===== src/rtl/fb_pixel_writer_if.sv =====
// Pixel stream in and framebuffer write port out for fb_pixel_writer.
// Master drives the stream; slave (the writer) drives the BRAM port.
interface fb_pixel_writer_if #(
    parameter int ADDR_W = 17
);
    logic              valid_in;
    logic [27:0]       pixel_in;
    logic              fb_we;
    logic [ADDR_W-1:0] fb_addr;
    logic [7:0]        fb_data;

    modport master (
        output valid_in,
        output pixel_in,
        input  fb_we,
        input  fb_addr,
        input  fb_data
    );

    modport slave (
        input  valid_in,
        input  pixel_in,
        output fb_we,
        output fb_addr,
        output fb_data
    );
endinterface


===== src/rtl/fb_pixel_writer.sv =====
// Rasterizer pixel sink: FIFO-buffered framebuffer writer with
// clear sweep, frame-complete pulse and saturating drop counter.
module fb_pixel_writer #(
    parameter int          H_RES      = 320,
    parameter int          V_RES      = 240,
    parameter int          FIFO_DEPTH = 16,
    parameter logic [7:0]  BG_COLOR   = 8'h00,
    parameter int          ADDR_W     = 17
) (
    input  logic               clk,
    input  logic               rst_n,
    fb_pixel_writer_if.slave   px,
    input  logic               clear_req,
    input  logic               frame_end,
    output logic               busy,
    output logic               frame_done,
    output logic [15:0]        drop_count
);

    localparam int                AW     = $clog2(FIFO_DEPTH);
    localparam int                NPIX   = H_RES * V_RES;
    localparam logic [ADDR_W-1:0] LAST_A = ADDR_W'(NPIX - 1);
    localparam logic [ADDR_W-1:0] HRES_A = ADDR_W'(H_RES);
    localparam logic [ADDR_W-1:0] A_ONE  = ADDR_W'(1);
    localparam logic [AW:0]       P_ONE  = (AW+1)'(1);

    typedef enum logic {
        IDLE,
        CLEAR
    } state_t;

    state_t            state_q, state_d;
    logic [ADDR_W-1:0] clr_addr_q, clr_addr_d;

    logic [27:0]       mem_q [FIFO_DEPTH];
    logic [AW:0]       wr_ptr_q, wr_ptr_d;
    logic [AW:0]       rd_ptr_q, rd_ptr_d;

    logic              clear_pend_q, clear_pend_d;
    logic              frame_pend_q, frame_pend_d;
    logic [15:0]       drop_q, drop_d;

    logic              fb_we_q, fb_we_d;
    logic [ADDR_W-1:0] fb_addr_q, fb_addr_d;
    logic [7:0]        fb_data_q, fb_data_d;

    logic [9:0]        in_x, in_y;
    logic [27:0]       head;
    logic [ADDR_W-1:0] head_addr;
    logic              empty, full, in_rng;
    logic              pop, push, drop;
    logic              drained, start_clr, fire_done;

    assign in_x   = px.pixel_in[27:18];
    assign in_y   = px.pixel_in[17:8];
    assign in_rng = (32'(in_x) < 32'(H_RES)) &&
                    (32'(in_y) < 32'(V_RES));

    assign empty = (wr_ptr_q == rd_ptr_q);
    assign full  = (wr_ptr_q[AW] != rd_ptr_q[AW]) &&
                   (wr_ptr_q[AW-1:0] == rd_ptr_q[AW-1:0]);
    assign head  = mem_q[rd_ptr_q[AW-1:0]];

    // Multiply lives in the write stage, straight off the FIFO head.
    assign head_addr = ADDR_W'(head[17:8]) * HRES_A +
                       ADDR_W'(head[27:18]);

    assign pop  = (state_q == IDLE) && !empty;
    assign push = px.valid_in && in_rng && (!full || pop);
    assign drop = px.valid_in && !push;

    assign drained   = empty && !fb_we_q;
    assign start_clr = (state_q == IDLE) && clear_pend_q && drained;
    assign fire_done = (state_q == IDLE) && !clear_pend_q &&
                       frame_pend_q && drained;

    // State register
    always_ff @(posedge clk or negedge rst_n) begin
        if (!rst_n) begin
            state_q      <= IDLE;
            clr_addr_q   <= '0;
            wr_ptr_q     <= '0;
            rd_ptr_q     <= '0;
            clear_pend_q <= 1'b0;
            frame_pend_q <= 1'b0;
            drop_q       <= '0;
            fb_we_q      <= 1'b0;
            fb_addr_q    <= '0;
            fb_data_q    <= '0;
        end else begin
            state_q      <= state_d;
            clr_addr_q   <= clr_addr_d;
            wr_ptr_q     <= wr_ptr_d;
            rd_ptr_q     <= rd_ptr_d;
            clear_pend_q <= clear_pend_d;
            frame_pend_q <= frame_pend_d;
            drop_q       <= drop_d;
            fb_we_q      <= fb_we_d;
            fb_addr_q    <= fb_addr_d;
            fb_data_q    <= fb_data_d;
        end
    end

    always_ff @(posedge clk) begin
        if (push) begin
            mem_q[wr_ptr_q[AW-1:0]] <= px.pixel_in;
        end
    end

    // Next-state logic
    always_comb begin
        state_d    = state_q;
        clr_addr_d = clr_addr_q;
        unique case (state_q)
            IDLE: begin
                if (start_clr) begin
                    state_d    = CLEAR;
                    clr_addr_d = '0;
                end
            end
            CLEAR: begin
                clr_addr_d = clr_addr_q + A_ONE;
                if (clr_addr_q == LAST_A) begin
                    state_d    = IDLE;
                    clr_addr_d = '0;
                end
            end
            default: begin
                state_d = IDLE;
            end
        endcase
    end

    // Output / datapath logic
    always_comb begin
        fb_we_d   = 1'b0;
        fb_addr_d = fb_addr_q;
        fb_data_d = fb_data_q;
        if (state_q == CLEAR) begin
            fb_we_d   = 1'b1;
            fb_addr_d = clr_addr_q;
            fb_data_d = BG_COLOR;
        end else if (pop) begin
            fb_we_d   = 1'b1;
            fb_addr_d = head_addr;
            fb_data_d = head[7:0];
        end

        wr_ptr_d = push ? wr_ptr_q + P_ONE : wr_ptr_q;
        rd_ptr_d = pop  ? rd_ptr_q + P_ONE : rd_ptr_q;

        // A request arriving once the sweep is committed is dropped.
        clear_pend_d = clear_pend_q;
        if (start_clr) begin
            clear_pend_d = 1'b0;
        end else if (clear_req && state_q == IDLE) begin
            clear_pend_d = 1'b1;
        end

        frame_pend_d = fire_done ? 1'b0 : frame_pend_q;
        if (frame_end) begin
            frame_pend_d = 1'b1;
        end

        drop_d = drop_q;
        if (start_clr) begin
            drop_d = '0;
        end else if (drop && drop_q != 16'hFFFF) begin
            drop_d = drop_q + 16'd1;
        end
    end

    assign px.fb_we    = fb_we_q;
    assign px.fb_addr  = fb_addr_q;
    assign px.fb_data  = fb_data_q;
    assign frame_done  = fire_done;
    assign drop_count  = drop_q;
    assign busy        = (state_q != IDLE) || !empty || fb_we_q ||
                         clear_pend_q || frame_pend_q;

endmodule

===== src/flat_wrapper.sv =====
// flat-port wrapper written by rule: the top's interface ports become plain ports
module fb_pixel_writer_flat 
#(
    parameter int          H_RES      = 320,
    parameter int          V_RES      = 240,
    parameter int          FIFO_DEPTH = 16,
    parameter logic [7:0]  BG_COLOR   = 8'h00,
    parameter int          ADDR_W     = 17
)
  (clk, rst_n, clear_req, frame_end, busy, frame_done, drop_count, px_valid_in, px_pixel_in, px_fb_we, px_fb_addr, px_fb_data);
  fb_pixel_writer_if #(.ADDR_W(ADDR_W)) px_i ();
  input  logic clk;
  input  logic rst_n;
  input  logic clear_req;
  input  logic frame_end;
  output logic busy;
  output logic frame_done;
  output logic [15:0] drop_count;
  input wire logic [$bits(px_i.valid_in)-1:0] px_valid_in;
  input wire logic [$bits(px_i.pixel_in)-1:0] px_pixel_in;
  output wire logic [$bits(px_i.fb_we)-1:0] px_fb_we;
  output wire logic [$bits(px_i.fb_addr)-1:0] px_fb_addr;
  output wire logic [$bits(px_i.fb_data)-1:0] px_fb_data;
  assign px_i.valid_in = px_valid_in;
  assign px_i.pixel_in = px_pixel_in;
  assign px_fb_we = px_i.fb_we;
  assign px_fb_addr = px_i.fb_addr;
  assign px_fb_data = px_i.fb_data;
  fb_pixel_writer #(.H_RES(H_RES), .V_RES(V_RES), .FIFO_DEPTH(FIFO_DEPTH), .BG_COLOR(BG_COLOR), .ADDR_W(ADDR_W)) u_core (.clk(clk), .rst_n(rst_n), .px(px_i), .clear_req(clear_req), .frame_end(frame_end), .busy(busy), .frame_done(frame_done), .drop_count(drop_count));
endmodule

===== config.mk =====
export PLATFORM = sky130hd
export DESIGN_NAME = fb_pixel_writer_flat
export DESIGN_NICKNAME = d
export VERILOG_FILES = /design/src/rtl/fb_pixel_writer_if.sv /design/src/rtl/fb_pixel_writer.sv /design/src/flat_wrapper.sv
export SDC_FILE = /design/constraint.sdc
export NUM_CORES = 1
export LEC_CHECK = 0
export ABC_AREA = 1
export CORE_ASPECT_RATIO = 0.9
export CORE_MARGIN = 4
export CORE_UTILIZATION = 38
export CTS_CLUSTER_DIAMETER = 80
export DETAILED_ROUTE_END_ITERATION = 6
export SETUP_SLACK_MARGIN = 0.05
export SLEW_MARGIN = 15
export SYNTH_ARGS = -nofsm -noshare
export SYNTH_HDL_FRONTEND = slang
export SYNTH_SLANG_ARGS = --single-unit

===== constraint.sdc =====
create_clock -name clk -period 4.9 [get_ports clk]
set_clock_uncertainty 0.15 [all_clocks]
set_input_delay 0.49 -clock clk [delete_from_list [all_inputs] [get_ports clk]]
set_output_delay 0.49 -clock clk [all_outputs]
set_load 0.02 [all_outputs]

==> results of run 1 <==
==> final timing paths <==
kind / startpoint / to / slack, ns / cells after the start
setup / recovery: u_core.rd_ptr_q[0] / frame_done / 0.52 / 10
hold / removal: clear_req / u_core.clear_pend_q / 0.29 / 3
setup reg to reg: u_core.rd_ptr_q[0] / u_core.px.fb_addr[16] / 0.73 / 20
hold reg to reg: u_core.px.fb_data[0] / u_core.px.fb_data[0] / 0.33 / 2
max in group asynchronous: rst_n / u_core.rd_ptr_q[0] / 3.36 / 2
min in group asynchronous: rst_n / u_core.px.fb_addr[5] / 0.46 / 2
==> power by group <==
part           switching (mW)  leakage [nW]  total, mW  internal, mW
Sequential              0.251          4.94       5.33          5.08
Clock                    1.72         0.857       4.05          2.33
Combinational            4.50          2.96       6.71          2.21
==> routing by layer <==
metal | vias up | global-route usage | wire [microns]
met5 | - | 0 | 9
met4 | 2 | 0.0363 | 974
met3 | 85 | 0.0371 | 4320
met2 | 534 | 0.290 | 26800
met1 | 7112 | 0.267 | 25800
li1 | 6610 | - | -
==> logic make-up (layout without fill, tap and decap cells) <==
group | after synthesis | after routing | share of synthesized area
xor gates and xnor gates | 41 | 41 | 0.0165
buffers and inverters | 185 | 305 | 0.0363
DFF | 520 | 520 | 0.702
and+or+nand+nor | 584 | 584 | 0.115
adders and majority gates | 28 | 28 | 0.0168
AOI/OAI and AO/OA | 413 | 413 | 0.114
==> critical path, delay by kind of cell (launching register included) <==
family	cells	cell delay, ns
buffers and inverters	3	1.61
AOI/OAI and AO/OA	1	0.16
DFF	1	0.59
and+or+nand+nor	6	0.73
==> registers in the layout (all words and copies together), names as in the netlist, 5 cells and up <==
| register | count |
|---|---|
| u_core.clr_addr_q | 17 |
| u_core.drop_count | 16 |
| u_core.mem_q | 448 |
| u_core.px.fb_addr | 17 |
| u_core.px.fb_data | 8 |
| u_core.rd_ptr_q | 5 |
| u_core.wr_ptr_q | 5 |
==> final cells by class <==
class                   count  area (sq um)  area share
multi-input cells        1066          5820       0.230
clock buffers              61          1380      0.0544
flip-flops and latches    520         15300       0.603
inverters                  84           320      0.0127
clock inverters            39           359      0.0142
repair buffers            121          1210      0.0479
well taps                 756           946      0.0374
==> cell usage in the layout, fill, tap and decap left out, types with 9 or more instances in the layout <==
| cell type | instances |
|---|---|
| a21oi_1 | 9 |
| a22oi_1 | 13 |
| buf_12 | 9 |
| buf_4 | 36 |
| clkbuf_16 | 53 |
| clkdlybuf4s50_1 | 75 |
| clkinv_1 | 16 |
| clkinv_2 | 12 |
| dfrtp_1 | 69 |
| edfxtp_1 | 448 |
| ha_1 | 26 |
| inv_1 | 80 |
| nand2_1 | 189 |
| nand3_1 | 93 |
| nand3_2 | 9 |
| nor2_1 | 238 |
| nor2_4 | 15 |
| nor3_1 | 10 |
| o211ai_1 | 17 |
| o21ai_0 | 230 |
| o21ai_2 | 11 |
| o221ai_1 | 44 |
| o22ai_1 | 73 |
| xor2_1 | 36 |
==> through the flow <==
step	worst slack (ns)	area, sq um
after floorplan	1.17	21700
after CTS	0.495	25300
final	0.524	25300
after detailed placement	0.805	23500
after global routing	0.280	25300
after global placement	0.825	23500
==> timing repair <==
action	CTS	global route
endpoints found under the hold margin	72	0
hold buffers	1	0
setup buffers	0	0
==> summary.md, run 1 <==
| Metric | Value |
|---|---|
| Most numerous cell in the Yosys netlist | `edfxtp_1` |
| Slowest stage delay, CP | `~0.64 ns` |
| Final GP Congestion | `0.821` |
| Grt ovf | `0` |
| Initial Util | `0.387` |
| Clock Path Buffers | `3` |
| Asr flop ratio synth | `0.138` |
| Worst min-delay path class | `in -> reg` |
| CTS Root Cell | `clkbuf_16` |
| Commonest cells in the netlist | `edfxtp_1 (448), nor2_1 (253), o21ai_0 (230), nand2_1 (189), nand3_1 (93)` |
| WS Path Type | `reg -> out` |
| RSZ-0062 raised after global routing | `false` |
| Hold slack | `0.295 ns` |
| Synth area leader | `edfxtp_1` |
| P_leak | `8.75 nW` |
| Post-route antenna net violation count | `0` |
| Slew @ Worst Pin | `1.06 ns` |
| Worst Path Arrival | `3.74 ns` |
| Maxcap violations | `0` |
| Peak VDD IR | `0.000498 V` |
| Status | `complete, no violations` |
| Distinct cell type count of the synthesized netlist | `46` |
| Pins Over Slew Limit | `0` |
| # clock sinks | `520` |
| Placed cell count | `2546` |
| Startpoint Class | `flop` |
| Post-synth EDFFs | `448` |
| Die height | `235 microns` |
| Worst setup EP type | `output port` |
| Slowest CP cell | `clkdlybuf4s50_1` |
| CP most frequent cell | `nand2_1` |
| Cell Area, Synth | `0.0217 sq mm` |
| Post-synthesis average cell area | `12.3 sq um` |
| Number of warnings issued by yosys | `0` |
| Post-DP HPWL | `32300 microns` |
| First-pass GRT wire length | `86700 microns` |
| Post-DR vias/cell | `roughly 5.4` |
| GR Util All Layers | `0.184` |
| ANT cells | `0` |
| Post-CTS Resized | `0` |
| Largest net degree at the start of global routing | `73` |
| Wirelength per Cell | `21.9 microns` |
| Clk_lat worst skew | `0.61 ns` |
| Initial antenna violation count | `1` |
| Reg clk slew, reported paths | `0.06 ns` |
| Max FO, Critical Path | `66` |
| Die area | `0.0611 sq mm` |
| CTS H-tree depth | `2` |
| Layout fillers | `5098` |
| Post-Synthesis Cells | `1771` |
| CTS Buf Count | `53` |
| Io pins | `between 70 and 80` |
| Hold Vio Cnt, Final | `0` |
| DR iter-0 viols | `1549` |
| Die X | `260 microns` |
| Core Util, Final | `0.451` |
| Synthesized net count | `1832` |
| # setup viols final | `0` |
| Crit path required time | `4.26 ns` |
| Fin nets | `roughly 1900` |
| Core area | `0.0561 sq mm` |
| Final Cycle Share | `0.893` |
| Share of cells above drive strength 1 | `0.0947` |
| Power Total | `around 16 mW` |
| Non-filler cells, final | `between 2000 and 3000` |
| Final setup TNS | `0 ns` |
| Worst rel slew slack | `0.294` |
| Synth-to-Final Area Change | `16.3%` |
| Routed WL | `57900 microns` |
| Minimum clock period | `4.38 ns` |
| CTS tree | `yes` |
| Area contributors post-synth | `edfxtp_1 (62%), dfrtp_1 (8.3%), o21ai_0 (5.3%)` |
| Yosys top cell area share | `0.619` |
| Via count | `roughly 14000` |
| Buffers added on ports | `76` |
| Seq/Total Area, Yosys | `0.702` |
| Pwr/cell area | `636 mW/mm^2` |
| Num rows | `82` |
| Vias in the first global route | `~14000` |
| Max Fclk | `229 MHz` |
| Crit-path cells | `inv_6, buf_4, nand2_1, a21oi_2, and2_4, nand2_4, nor2_8, nand2_1, nor3_1, clkdlybuf4s50_1` |
| Drt pass-1 iters | `5` |
| Post-synth top flop | `edfxtp_1` |
| DRC | `0` |
| Seq cells post-synth | `between 500 and 600` |
Power figures use the tool's default switching activity.
==> run 2: changes to the inputs <==
--- a/config.mk
+++ b/config.mk
@@ -6,11 +6,13 @@
 export NUM_CORES = 1
 export LEC_CHECK = 0
 export ABC_AREA = 1
+export CAP_MARGIN = 40
 export CORE_ASPECT_RATIO = 0.9
 export CORE_MARGIN = 4
 export CORE_UTILIZATION = 38
 export CTS_CLUSTER_DIAMETER = 80
 export DETAILED_ROUTE_END_ITERATION = 6
+export GPL_ROUTABILITY_DRIVEN = 0
 export SETUP_SLACK_MARGIN = 0.05
 export SLEW_MARGIN = 15
 export SYNTH_ARGS = -nofsm -noshare
==> summary.md, run 2 (synthesized netlist as in run 1, its figures left out) <==
| Metric | Value |
|---|---|
| Max reg flops | `between 400 and 500` |
| Routed WL | `~58000 microns` |
| DRC | `0` |
| Crit path required time | `4.26 ns` |
| Maxcap violations | `0` |
| Most common cell after layout, fill and taps aside | `edfxtp_1` |
| Slew @ Worst Pin | `0.803 ns` |
| Core Util, Final | `0.451` |
| GR Util All Layers | `0.185` |
| # setup viols final | `0` |
| Worst r2r dst | `u_core.px.fb_addr[16]` |
| Placed cell count | `about 2500` |
| Die X | `260 microns` |
| CTS Buf Count | `54` |
| Worst Path Arrival | `about 3.7 ns` |
| Initial Util | `0.387` |
| Hold Vio Cnt, Final | `0` |
| Via count | `roughly 14000` |
| Die height | `around 230 microns` |
| Clk_lat worst skew | `0.61 ns` |
| Clock Path Buffers | `3` |
| Final Cycle Share | `0.884` |
| Initial antenna violation count | `1` |
| # clock sinks | `520` |
| Post-DP HPWL | `32500 microns` |
| First-pass GRT wire length | `a little under 90000 microns` |
| Reg clk slew, reported paths | `0.06 ns` |
| RSZ-0062 raised after global routing | `false` |
| Largest net degree at the start of global routing | `67` |
| Flop-to-flop setup slack | `0.70 ns` |
| Final setup TNS | `0 ns` |
| Post-DR vias/cell | `approximately 5.4` |
| Core area | `0.0561 sq mm` |
| Buffers added on ports | `76` |
| Non-filler cells, final | `2648` |
| Fin nets | `1910` |
| PnR worst setup slack | `about 0.57 ns` |
| Grt ovf | `0` |
| Pins Over Slew Limit | `0` |
| Post-route antenna net violation count | `0` |
| Num rows | `82` |
| Worst reg2reg startpoint | `u_core.rd_ptr_q[0]` |
| CTS H-tree depth | `2` |
| Max FO, Critical Path | `66` |
| Pwr/cell area | `633 mW/mm^2` |
| ANT cells | `0` |
| Synth-to-Final Area Change | `16.5%` |
| Minimum clock period | `4.33 ns` |
| Worst min-delay path class | `in -> async` |
| Worst setup EP type | `output port` |
| DR iter-0 viols | `1490` |
| Startpoint Class | `flop` |
| Worst rel slew slack | `0.465` |
| Io pins | `77` |
| Share of cells above drive strength 1 | `0.0941` |
| Commonest non-fill, non-tap cells in the layout | `edfxtp_1 (448), nor2_1 (238), o21ai_0 (230)` |
| Reg2reg path depth | `20` |
| WS Path Type | `reg -> out` |
| Status | `complete, no violations` |
| Peak VDD IR | `roughly 0.00046 V` |
| P_leak | `8.75 nW` |
| Vias in the first global route | `around 14000` |
| Max Fclk | `231 MHz` |
| CTS Root Cell | `clkbuf_16` |
| Crit path from | `u_core.rd_ptr_q[0]` |
| Drt pass-1 iters | `5` |
| Wirelength per Cell | `21.8 microns` |
| CTS tree | `yes` |
| Die area | `0.0611 sq mm` |
| Placement Setup Slack | `0.795 ns` |
run 2: cell types whose count changed in the layout (fill, tap and decap cells not counted):
cell        before  now
clkinvlp_4       1    4
clkinv_4         2    1
clkbuf_8         2    3
clkbuf_1         6   11
clkinv_2        12    8
inv_16           1    0
clkinv_1        16   13
clkbuf_16       53   55
inv_6            3    2
bufinv_16        6    4
buf_16           0    2
run 2: power breakdown:
part | total (mW) | switching [mW] | internal [mW]
Clock | 3.98 | 1.68 | 2.30
Combinational | 6.72 | 4.47 | 2.25
Sequential | 5.33 | 0.250 | 5.08
Total | 16.0 | 6.40 | 9.63
run 2: worst max-delay path by stage:
stage / end / slack (ns) / cells past startpoint
global placement: u_core.px.fb_addr[16] / 0.82 / 20
CTS: frame_done / 0.51 / 10
global route: frame_done / 0.30 / 10
detailed placement: u_core.px.fb_addr[16] / 0.79 / 20
floorplan: u_core.px.fb_addr[16] / 1.17 / 22
finish: frame_done / 0.57 / 10
run 2: critical path, stage by stage, from the launching register on:
cell	delay [ns]
dfrtp_4	0.59
inv_6	0.33
buf_4	0.62
nand2_1	0.14
a21oi_2	0.16
and2_4	0.17
nand2_4	0.07
nor2_8	0.09
nand2_1	0.10
nor3_1	0.16
clkdlybuf4s50_1	0.63
run 2: per-layer routing:
metal  vias up  part of all wire  GRT usage
met5         -           0.00019          0
met4         2             0.020     0.0473
met3        82             0.080     0.0323
met2       543              0.46      0.292
met1      7121              0.44      0.267
li1       6616                 -          -
run 2: area by class of cell:
| cell class | instances | area [sq um] |
|---|---|---|
| multi-input combinational | 1066 | 5820 |
| clock buffer | 69 | 1460 |
| fill | 5024 | 30800 |
| timing repair buffer | 123 | 1270 |
| sequential | 520 | 15300 |
| inverter | 84 | 320 |
| tap | 756 | 946 |
| clock inverter | 30 | 253 |
run 2: what timing repair did:
| action | in CTS | in global routing |
|---|---|---|
| buffers inserted | 0 | 0 |
| gates resized for setup | 0 | 0 |
| endpoints found under the hold margin | 25 | 0 |
| hold buffers | 1 | 0 |
run 2: metrics by stage:
stage          instance area [sq um]  hold WS (ns)  power [mW]
2_1_floorplan                  21700        0.0444        9.93
3_3_place_gp                   23500         0.318        12.0
3_5_place_dp                   23600         0.318        12.1
4_1_cts                        25300         0.240        16.1
5_1_grt                        25300         0.285        17.1
6_report                       25300         0.249        16.0
==> run 3: changes to the inputs <==
--- a/config.mk
+++ b/config.mk
@@ -8,11 +8,11 @@
 export ABC_AREA = 1
 export CAP_MARGIN = 40
 export CORE_ASPECT_RATIO = 0.9
-export CORE_MARGIN = 4
 export CORE_UTILIZATION = 38
 export CTS_CLUSTER_DIAMETER = 80
 export DETAILED_ROUTE_END_ITERATION = 6
 export GPL_ROUTABILITY_DRIVEN = 0
+export MAX_ROUTING_LAYER = met4
 export SETUP_SLACK_MARGIN = 0.05
 export SLEW_MARGIN = 15
 export SYNTH_ARGS = -nofsm -noshare
==> summary.md, run 3 (synthesized netlist as in run 1, its figures left out) <==
| Metric | Value |
|---|---|
| Worst min-delay path class | `in -> async` |
| Non-filler cells, final | `2649` |
| Io pins | `77` |
| Final Cycle Share | `0.908` |
| Initial Util | `0.387` |
| Largest net degree at the start of global routing | `80` |
| Post-CTS Setup Repair Bufs | `0` |
| Reg clk slew, reported paths | `0.06 ns` |
| Fin nets | `1908` |
| Placed cell count | `2547` |
| Synth-to-Final Area Change | `16.6%` |
| CP most frequent cell | `buf_4` |
| Max FO, Critical Path | `70` |
| Reg2reg path depth | `17` |
| Die X | `~250 microns` |
| Initial antenna violation count | `2` |
| P_leak | `8.77 nW` |
| Post-route antenna net violation count | `0` |
| Die height | `~230 microns` |
| Layout fillers | `5010` |
| Final setup TNS | `0 ns` |
| Pwr/cell area | `around 640 mW/mm^2` |
| Commonest non-fill, non-tap cells in the layout | `edfxtp_1 (448), nor2_1 (238), o21ai_0 (230)` |
| Slowest CP cell | `buf_4` |
| Clock Path Buffers | `3` |
| Share of cells above drive strength 1 | `0.0946` |
| Worst reg2reg startpoint | `u_core.rd_ptr_q[0]` |
| DR iter-0 viols | `1419` |
| Post-DP HPWL | `31600 microns` |
| CTS Root Cell | `clkbuf_16` |
| Status | `complete, no violations` |
| Grt ovf | `0` |
| Post-CTS Resized | `0` |
| Die area | `0.0582 sq mm` |
| Slowest stage delay, CP | `approximately 0.70 ns` |
| Most common cell after layout, fill and taps aside | `edfxtp_1` |
| # setup viols final | `0` |
| Peak VDD IR | `0.000640 V` |
| Max reg flops | `448` |
| Hold Vio Cnt, Final | `0` |
| CTS tree | `yes` |
| Crit-path cells | `buf_4, buf_4, xor2_1, a21oi_2, and2_4, nand2_4, nor2_8, nand2_1, nor3_1, clkdlybuf4s50_1` |
| Wirelength per Cell | `about 21 microns` |
| Minimum clock period | `4.45 ns` |
| Vias in the first global route | `13800` |
| Drt pass-1 iters | `5` |
| Slew @ Worst Pin | `0.840 ns` |
| WS Path Type | `reg -> out` |
| Routed WL | `56700 microns` |
| Core area | `0.0561 sq mm` |
| Pins Over Slew Limit | `0` |
| Flop-to-flop setup slack | `0.58 ns` |
| Via count | `14400` |
| Max Fclk | `225 MHz` |
| Num rows | `82` |
| Startpoint Class | `flop` |
| CTS Buf Count | `between 50 and 60` |
| First-pass GRT wire length | `approximately 86000 microns` |
| Clk_lat worst skew | `0.62 ns` |
| GR Util All Layers | `0.202` |
| DRC | `0` |
| Worst Path Arrival | `around 3.8 ns` |
| RSZ-0062 raised after global routing | `false` |
| CTS H-tree depth | `2` |
| Crit path required time | `4.26 ns` |
| Worst setup EP type | `output port` |
| Maxcap violations | `0` |
| # clock sinks | `between 500 and 600` |
| Worst r2r dst | `u_core.px.fb_addr[16]` |
| Worst rel slew slack | `0.440` |
| Post-DR vias/cell | `5.45` |
| Buffers added on ports | `76` |
run 3: cell count changes in the layout (fill, tap and decap cells not counted), moves of 2 or more:
cell | previous run | this run
buf_12 | 9 | 11
buf_4 | 36 | 33
clkbuf_1 | 11 | 17
clkbuf_16 | 55 | 53
clkinv_1 | 13 | 6
clkinvlp_4 | 4 | 0
inv_6 | 2 | 4
run 3: metal layers:
layer  global-route usage  part of all wire  up-vias
li1                     -                 -     6616
met1                0.294              0.46     7252
met2                0.295              0.45      502
met3               0.0290             0.066       75
met4               0.0516             0.018        0
met5                    -                 0        -
run 3: final cells by class:
cell class / count / area (sq um) / share of cell area
inverter: 84 / 320 / 0.0126
antenna: 1 / 2.50 / 0.0000987
tap: 756 / 946 / 0.0373
sequential: 520 / 15300 / 0.602
multi-input combinational: 1066 / 5820 / 0.229
clock buffer: 74 / 1450 / 0.0570
timing repair buffer: 122 / 1270 / 0.0502
clock inverter: 26 / 284 / 0.0112
run 3: worst max-delay path, delay by kind of cell, from the launching register on:
family	cells	cell delay, ns
compound gates	1	0.14
xor+xnor	1	0.16
buf+inv	3	1.66
flops	1	0.60
simple gates	5	0.58
run 3: report_power, final:
| group | switching, mW | leakage, nW | internal, mW | total [mW] |
|---|---|---|---|---|
| Sequential | 0.297 | 4.94 | 5.08 | 5.38 |
| Clock | 1.72 | 0.852 | 2.34 | 4.05 |
| Combinational | 4.51 | 2.98 | 2.25 | 6.76 |
| Total | 6.52 | 8.77 | 9.67 | 16.2 |
run 3: what timing repair did:
item,in CTS,in global routing
hold buffers,1,0
hold endpoints to repair,30,0
setup endpoints to repair,0,0
run 3: worst max path at each step:
stage | slack (ns) | endpoint | cells past startpoint | from
after floorplan | 1.17 | u_core.px.fb_addr[16] | 22 | u_core.rd_ptr_q[0]
after global placement | 0.70 | u_core.px.fb_addr[16] | 17 | u_core.rd_ptr_q[0]
final | 0.45 | frame_done | 10 | u_core.rd_ptr_q[1]
after detailed placement | 0.67 | u_core.px.fb_addr[16] | 17 | u_core.rd_ptr_q[0]
after global routing | 0.24 | frame_done | 10 | u_core.rd_ptr_q[0]
after CTS | 0.42 | frame_done | 10 | u_core.rd_ptr_q[1]
run 3: metrics by stage:
stage / setup slack, ns / utilization / hold slack (ns) / area [sq um] / total power [mW]
2_1_floorplan: 1.17 / - / 0.0444 / 21700 / 9.93
3_3_place_gp: 0.704 / 0.420 / 0.318 / 23600 / 12.0
3_5_place_dp: 0.666 / 0.421 / 0.311 / 23600 / 12.1
4_1_cts: 0.416 / 0.452 / 0.194 / 25300 / 16.2
5_1_grt: 0.240 / 0.452 / 0.239 / 25300 / 17.2
6_report: 0.452 / 0.452 / 0.206 / 25300 / 16.2
